`config.mk`:
```
export PLATFORM = sky130hd
export DESIGN_NAME = regfile_sb
export DESIGN_NICKNAME = d
export VERILOG_FILES = /design/src/rtl/regfile_sb.sv
export SDC_FILE = /design/constraint.sdc
export NUM_CORES = 2
export LEC_CHECK = 0
export ABC_AREA = 0
export ABC_CLOCK_PERIOD_IN_PS = 4050
export CORE_UTILIZATION = 55
export CTS_BUF_LIST = sky130_fd_sc_hd__clkbuf_4
export DETAILED_ROUTE_END_ITERATION = 8
export PLACE_DENSITY = 0.72
export SLEW_MARGIN = 20
export SYNTH_ARGS = -nofsm -noshare
export SYNTH_HDL_FRONTEND = slang
export SYNTH_SLANG_ARGS = --single-unit
```
`constraint.sdc`:
```
create_clock -name clk -period 4.05 [get_ports clk]
set_input_delay 0.405 -clock clk [delete_from_list [all_inputs] [get_ports clk]]
set_output_delay 0.405 -clock clk [all_outputs]
set_load 0.02 [all_outputs]
```
`src/rtl/regfile_sb.sv`:
```
// Register file with write-back source select, same-edge write-to-read bypass
// and a per-register busy scoreboard for outstanding loads.
module regfile_sb #(
   parameter int DATA_W   = 32,
   parameter int ADDR_W   = 5,
   parameter bit ZERO_REG = 1'b1,
   parameter bit BYPASS   = 1'b1
) (
   input  logic              clk,
   input  logic              rst_n,
   input  logic              rd_en,
   input  logic [ADDR_W-1:0] rd_addr1,
   input  logic [ADDR_W-1:0] rd_addr2,
   output logic [DATA_W-1:0] rd_data1,
   output logic [DATA_W-1:0] rd_data2,
   output logic              rd_busy1,
   output logic              rd_busy2,
   input  logic              wr_en,
   input  logic              wr_sel,
   input  logic [ADDR_W-1:0] wr_addr,
   input  logic [DATA_W-1:0] wr_data_alu,
   input  logic [DATA_W-1:0] wr_data_mem,
   input  logic              claim_en,
   input  logic [ADDR_W-1:0] claim_addr,
   output logic              busy_any
);

   localparam int NUM_REGS = 2**ADDR_W;
   localparam logic [ADDR_W-1:0] ADDR_ZERO = {ADDR_W{1'b0}};

   logic [DATA_W-1:0]   regs_r [NUM_REGS];
   logic [NUM_REGS-1:0] busy_r;
   logic [NUM_REGS-1:0] busy_next_s;
   logic [DATA_W-1:0]   wr_data_s;
   logic                wr_ok_s;
   logic                claim_ok_s;
   logic [ADDR_W-1:0]   port_addr_s [2];
   logic [DATA_W-1:0]   port_data_s [2];
   logic                port_busy_s [2];

   assign port_addr_s[0] = rd_addr1;
   assign port_addr_s[1] = rd_addr2;

   // Write-back data select, register-0 filtering and next scoreboard state
   always_comb begin
      wr_data_s   = wr_sel ? wr_data_alu : wr_data_mem;
      wr_ok_s     = wr_en && !(ZERO_REG && (wr_addr == ADDR_ZERO));
      claim_ok_s  = claim_en && !(ZERO_REG && (claim_addr == ADDR_ZERO));
      busy_next_s = busy_r;
      if (wr_ok_s) begin
         busy_next_s[wr_addr] = 1'b0;
      end else begin
         busy_next_s = busy_next_s;
      end
      // Claim is applied after the clear so it wins on a shared address
      if (claim_ok_s) begin
         busy_next_s[claim_addr] = 1'b1;
      end else begin
         busy_next_s = busy_next_s;
      end
   end

   // Per-port read value: zero register, then bypass, then array contents
   always_comb begin
      for (int p = 0; p < 2; p++) begin
         port_data_s[p] = regs_r[port_addr_s[p]];
         port_busy_s[p] = busy_r[port_addr_s[p]];
         if (ZERO_REG && (port_addr_s[p] == ADDR_ZERO)) begin
            port_data_s[p] = {DATA_W{1'b0}};
            port_busy_s[p] = 1'b0;
         end else if (BYPASS && wr_ok_s && (wr_addr == port_addr_s[p])) begin
            port_data_s[p] = wr_data_s;
            port_busy_s[p] = claim_ok_s && (claim_addr == port_addr_s[p]);
         end else begin
            port_data_s[p] = regs_r[port_addr_s[p]];
            port_busy_s[p] = busy_r[port_addr_s[p]];
         end
      end
   end

   // Register array write
   always_ff @(posedge clk or negedge rst_n) begin
      if (!rst_n) begin
         for (int i = 0; i < NUM_REGS; i++) begin
            regs_r[i] <= {DATA_W{1'b0}};
         end
      end else if (wr_ok_s) begin
         regs_r[wr_addr] <= wr_data_s;
      end
   end

   // Scoreboard and its registered summary
   always_ff @(posedge clk or negedge rst_n) begin
      if (!rst_n) begin
         busy_r   <= {NUM_REGS{1'b0}};
         busy_any <= 1'b0;
      end else begin
         busy_r   <= busy_next_s;
         busy_any <= |busy_next_s;
      end
   end

   // Registered read ports, holding while rd_en is low
   always_ff @(posedge clk or negedge rst_n) begin
      if (!rst_n) begin
         rd_data1 <= {DATA_W{1'b0}};
         rd_data2 <= {DATA_W{1'b0}};
         rd_busy1 <= 1'b0;
         rd_busy2 <= 1'b0;
      end else if (rd_en) begin
         rd_data1 <= port_data_s[0];
         rd_data2 <= port_data_s[1];
         rd_busy1 <= port_busy_s[0];
         rd_busy2 <= port_busy_s[1];
      end
   end

endmodule

```
## After elaboration in Yosys (flattened, before gate mapping)

Cells that the tools add are included.

- Flip-flop bits (word level): 1123

- Equality and inequality tests: 4
- $lt $le $gt $ge: 10
- Bitwise gates (word level): 6
- Reductions and logical operators: 16
- Mux-type cells: 28

Operators by type and width:

| kind | number |
|---|---|
| $bwmux W1024 | 1 |
| $mux W32 | 12 |
| $bmux W32 S5 | 2 |
| $demux W32 S5 | 1 |
| $and A32 B32 Y32 | 1 |
| $not A32 Y32 | 1 |
| $or A32 B32 Y32 | 1 |
| $reduce_or A32 Y1 | 1 |
| $lt A5 B6 Y1 const B | 4 |
| $eq A5 B5 Y1 | 4 |
| $logic_not A5 Y1 | 4 |
| $ge A6 B6 Y1 const B | 3 |
| $not A5 Y6 | 3 |
| $bmux W1 S5 | 2 |
| $demux W1 S5 | 2 |
| $ge A5 B1 Y1 const B | 2 |
| $logic_and A1 B1 Y1 | 9 |
| $mux W1 | 8 |
| $lt A6 B1 Y1 const B | 1 |
| $logic_not A1 Y1 | 2 |

## Logic depth before layout (Yosys ltp)

- Depth after elaboration: 10
- Mapped depth: 10
- Mapped depth without buffers: 6

## Worst setup path before layout

No wires, ideal clock.

- Kind: input to register
- Start: input port rd_addr1[0]
- End: register rd_data1[10]
- Data required time: 3.923 ns
- Buffers on the path: 4
- Setup time: 0.127 ns
- Setup slack: 1.731 ns
- Arrival time: 2.192 ns
- Stages: 9
- Cells stage by stage: buf_2 -> buf_4 -> buf_2 -> buf_2 -> mux4_2 -> mux2i_1 -> a21oi_1 -> a22oi_1 -> nand3_1

- Longest elaborated chain between the ends: 6
- Elaborated cells on any way between the ends: 9
- Classes of those cells: eq/ne (1); mux (5); bitwise (1); reduce/logical (2)

RTL lines:

| item | RTL line | source |
|---|---|---|
| from (decl) | 12 | `input logic [ADDR_W-1:0] rd_addr1,` |
| $not A5 Y6 (not written as such) | 75 | `port_data_s[p] = regs_r[port_addr_s[p]];` |
| $bmux W32 S5 | 75 |  |
| $mux W32 (not written as such) (2 in a row) | 75 |  |
| $mux W32 | 71 | `end else if (BYPASS && wr_ok_s && (wr_addr == port_addr_s[p])) begin` |
| $mux W32 (*) | 68 | `if (ZERO_REG && (port_addr_s[p] == ADDR_ZERO)) begin` |
| to (signal assigned) | 106 | `rd_data1 <= {DATA_W{1'b0}};` |
| to (signal assigned) | 111 | `rd_data1 <= port_data_s[0];` |
| to (decl) | 14 | `output logic [DATA_W-1:0] rd_data1,` |

Every way passes the cells marked *; elsewhere a longest branch is shown, timed or not. The select of a mux whose other input is x is not followed.
A chain may end at the register's enable or synchronous reset.

## Worst setup path in the final report

- Start: input port rd_addr1[4]
- End: register rd_busy1

- Longest elaborated chain between the ends: 4
- Elaborated cells on any way between the ends: 9
- Classes of those cells: eq/ne (2); mux (4); reduce/logical (3)

RTL lines:

| item | RTL line | source |
|---|---|---|
| $bmux W1 S5 (tied with other cells) | 76 | `port_busy_s[p] = busy_r[port_addr_s[p]];` |
| $mux W1 (not written as such) (tied with other cells) | 76 |  |
| $mux W1 | 71 |  |
| $mux W1 (*) | 68 |  |
| to (signal assigned) | 113 | `rd_busy1 <= port_busy_s[0];` |
| to (decl) | 16 | `output logic rd_busy1,` |

Marked as above.

==> reports/metrics.csv <==
metric,value,unit
core_area,103000,um^2
synth_top_cells_by_area,"sky130_fd_sc_hd__dfrtp_1, sky130_fd_sc_hd__mux4_2, sky130_fd_sc_hd__a21oi_1",
yosys.area.top_type,sky130_fd_sc_hd__dfrtp_1,
final-instance-count-excl-fill,6631,
power.total,32.9,mW
dieHeight,325,um
hold_wc_startpoint,wr_sel,
synth.most_common_cell,sky130_fd_sc_hd__dfrtp_1,
grt_pass1_vias,44700,
dp_hpwl,96800,um
synth_sequential_area_ratio,0.489,
worst_ep_arrival_time,4.13,ns
design.portCount,157,
cts_tree,built,
rr_startpoint,busy_r[0],
netlist_area,57500,um^2
iter_0_drt_violations,4551,
crit_path_start,rd_addr1[4],
multi_input_area,27400,um^2
tightestPinTransition,1.10,ns
route.detailed.vias_per_inst,6.59,
setup_total_negative_slack,0,ns
critical-path-slowest-cell,sky130_fd_sc_hd__dlygate4sd3_1,
post_synth_inst_count,4987,
leakage,27.1,nW
drive_gt1_frac,0.245,
max_cap_violations,0,
synth-main-ff-cell,sky130_fd_sc_hd__dfrtp_1,
worstHoldPathType,in2reg,
synth.top_cell.area_share,0.489,
number_of_antenna_violations_at_the_first_check_in_global_routing,4,
critical_path_depth,11,
sequential_cell_area,28100,um^2
synth.net_count,5077,
synth_cell_types,53,
comb_power_share,0.228,
cpPeakStageDelay,0.63,ns
synthTopCellsByCount,"sky130_fd_sc_hd__dfrtp_1, sky130_fd_sc_hd__a21oi_1, sky130_fd_sc_hd__nor2_1",
cts-htree-levels,5,
cts-buffers-inserted,305,
startpoint_type,input port,
ys_async_sr_fraction,1.00,
grt_setup_unrepaired,no,
clock_path_buffers,4,
drt_pre_antenna_iters,6,
hold_ws,0.0888,ns
timing.final.setup_violations,0,
routed-via-count,43700,
setup_skew_after_layout,0.0706,ns
cts_setup_buffers,0,
min_period_over_period,0.746,
synthesis.area_per_instance,11.5,um^2
dieArea,106000,um^2
globalRouteMet2Util,0.517,
placedCellCount,6136,
clock_sinks,1123,
placement_rows,118,
routed_wirelength,172000,um
pin_count_of_the_biggest_net_entering_global_routing,123,
critPathMostFrequentCell,sky130_fd_sc_hd__dlygate4sd3_1,
synth.ff_latch_count,1123,
drc,0,
slew_viol_final,0,
final_count_of_hold_timing_violations,0,
required,5.16,ns
grt.overflow.total,0,
worst-setup-path-type,in2reg,
layout.filler_cells,8042,
hold_path_depth,4,
overall_fraction_of_global_route_tracks_in_use,0.332,
seqPwrFrac,0.478,
internal_power,22.8,mW
busiest_layer_in_global_routing,met2,
achievable-frequency,0.331,GHz
ys.warnings.count,0,
critical_path.top_delay_family,buffers and inverters,
worst-path-buf-inv,5,
clock_latency,1.16,ns
cts-root-buf,sky130_fd_sc_hd__clkbuf_4,
synth-edff-count,0,
met1_usage_in_global_routing,0.450,
grt_use_met3,0.0700,
post_drt_wl_per_cell,25.9,um
cts.clk_slew.worst_paths,0.07,ns
start_util,0.555,
layout_area_overhead,11.9,%
swShare,0.306,
peakVddDrop,280,uV
power.density_cell_area,511,nW/um^2
relSlewSlack,0.265,
finalWorstPathRequiredPeriod,3.02,ns
drtAntennaViolNets,0,
port-buffer-count,156,
die_w,325,um
switchingPower,10.0,mW
cp_cell_sequence,"dlygate4sd3_1, buf_6, xnor2_1, nand3_1, nor4_2, buf_4, and2b_2, nand4_1, dlygate4sd3_1, nand3_1, dlygate4sd3_1",
place.gp.congestion,0.845,
outcome,completed,
crit_path_end_kind,flip-flop,
power.clock.fraction,0.294,
nNetsFinal,5164,
critical_path_peak_fanout,22,
timing.reg2reg.worst_path_depth,7,
grt_first_pass_wirelength,266000,um
cell families after synthesis:
| kind of cell | Yosys count | share of synthesized area |
|---|---|---|
| flip-flops | 1123 | 0.489 |
| AND/OR/NAND/NOR | 1353 | 0.103 |
| XOR/XNOR | 20 | 0.00305 |
| buffers and inverters | 548 | 0.0397 |
| AO/OA/AOI/OAI | 1249 | 0.116 |
| multiplexers | 694 | 0.249 |
power groups by stage:
stage,clock [mW],combinational (mW),sequential [mW]
floorplan,0,5.47,15.2
global placement,0,7.20,15.7
detailed placement,0,7.47,15.8
CTS,9.82,7.51,15.6
global route,10.4,8.23,16.0
finish,9.67,7.50,15.7
flip-flops by register name, indices dropped and copies added (netlist names):
name      count
busy_any      1
rd_data2     32
rd_busy1      1
regs_r     1024
busy_r       32
rd_data1     32
rd_busy2      1
timing repair:
item | in CTS | in global routing
resized for setup | 0 | 0
endpoints found under the hold margin | 734 | 0
hold buffers | 11 | 0
metal layers:
metal | vias up | wire length, um
met5 | - | 0
met4 | 0 | 7630
met3 | 493 | 17200
met2 | 2501 | 81800
met1 | 22300 | 65000
li1 | 18400 | -
placed cells by master (no fill, tap or decap), types with 4 or more instances in the layout:
cell type                         count
sky130_fd_sc_hd__clkinv_2             8
sky130_fd_sc_hd__o21ai_0            413
sky130_fd_sc_hd__nand3_1             70
sky130_fd_sc_hd__clkdlybuf4s50_1    145
sky130_fd_sc_hd__mux2i_1             73
sky130_fd_sc_hd__a22oi_1             65
sky130_fd_sc_hd__nor2_4              18
sky130_fd_sc_hd__nor4_1               8
sky130_fd_sc_hd__xor2_1               8
sky130_fd_sc_hd__dfrtp_1           1123
sky130_fd_sc_hd__a22o_1              11
sky130_fd_sc_hd__nand2_4             10
sky130_fd_sc_hd__nand4_1              5
sky130_fd_sc_hd__a21oi_1            679
sky130_fd_sc_hd__buf_4              112
sky130_fd_sc_hd__clkinv_1            34
sky130_fd_sc_hd__nor2b_1             71
sky130_fd_sc_hd__or2b_1               6
sky130_fd_sc_hd__clkbuf_4           429
sky130_fd_sc_hd__buf_12              47
sky130_fd_sc_hd__inv_2                7
sky130_fd_sc_hd__buf_8                5
sky130_fd_sc_hd__mux4_2             589
sky130_fd_sc_hd__nor2_1             610
sky130_fd_sc_hd__nand2_1            394
sky130_fd_sc_hd__mux2i_2             32
sky130_fd_sc_hd__xnor2_1             12
sky130_fd_sc_hd__a211oi_1            65
sky130_fd_sc_hd__nand2b_1           127
sky130_fd_sc_hd__o221ai_1             4
sky130_fd_sc_hd__buf_6                4
sky130_fd_sc_hd__dlygate4sd3_1       10
layout make-up:
type / instances / share of cell area
Tap cell: 1380 / 0.0269
Antenna cell: 3 / 0.000117
Multi-Input combinational cell: 3316 / 0.427
Timing Repair Buffer: 325 / 0.0542
Clock buffer: 429 / 0.0501
Clock inverter: 52 / 0.00442
Sequential cell: 1123 / 0.437
Inverter: 3 / 0.000175
through the flow:
stage          setup slack, ns  instance area (um^2)  utilization
2_1_floorplan             1.73                 57500            -
6_report                  1.03                 64300        0.621
3_3_place_gp             0.711                 60600        0.586
4_1_cts                   1.18                 64300        0.621
3_5_place_dp             0.651                 60600        0.586
5_1_grt                   1.01                 64300        0.621
worst reg2reg max path, stage by stage, from the launching register on:
cell                            delay, ns
sky130_fd_sc_hd__dfrtp_1             0.46
sky130_fd_sc_hd__mux4_2              0.48
sky130_fd_sc_hd__nor2b_1             0.15
sky130_fd_sc_hd__a211oi_1            0.25
sky130_fd_sc_hd__a21oi_1             0.07
sky130_fd_sc_hd__a22oi_1             0.20
sky130_fd_sc_hd__nand3_1             0.10
sky130_fd_sc_hd__dlygate4sd3_1       0.55
final timing paths:
kind                           endpoint  slack (ns)
max                            rd_busy1        1.03
min                         regs_r[861]        0.09
max reg2reg                    rd_busy1        1.66
min reg2reg                regs_r[1015]        0.39
max in group asynchronous   regs_r[378]        3.21
min in group asynchronous  rd_data2[15]        0.11
Power figures use the tool's default switching activity.
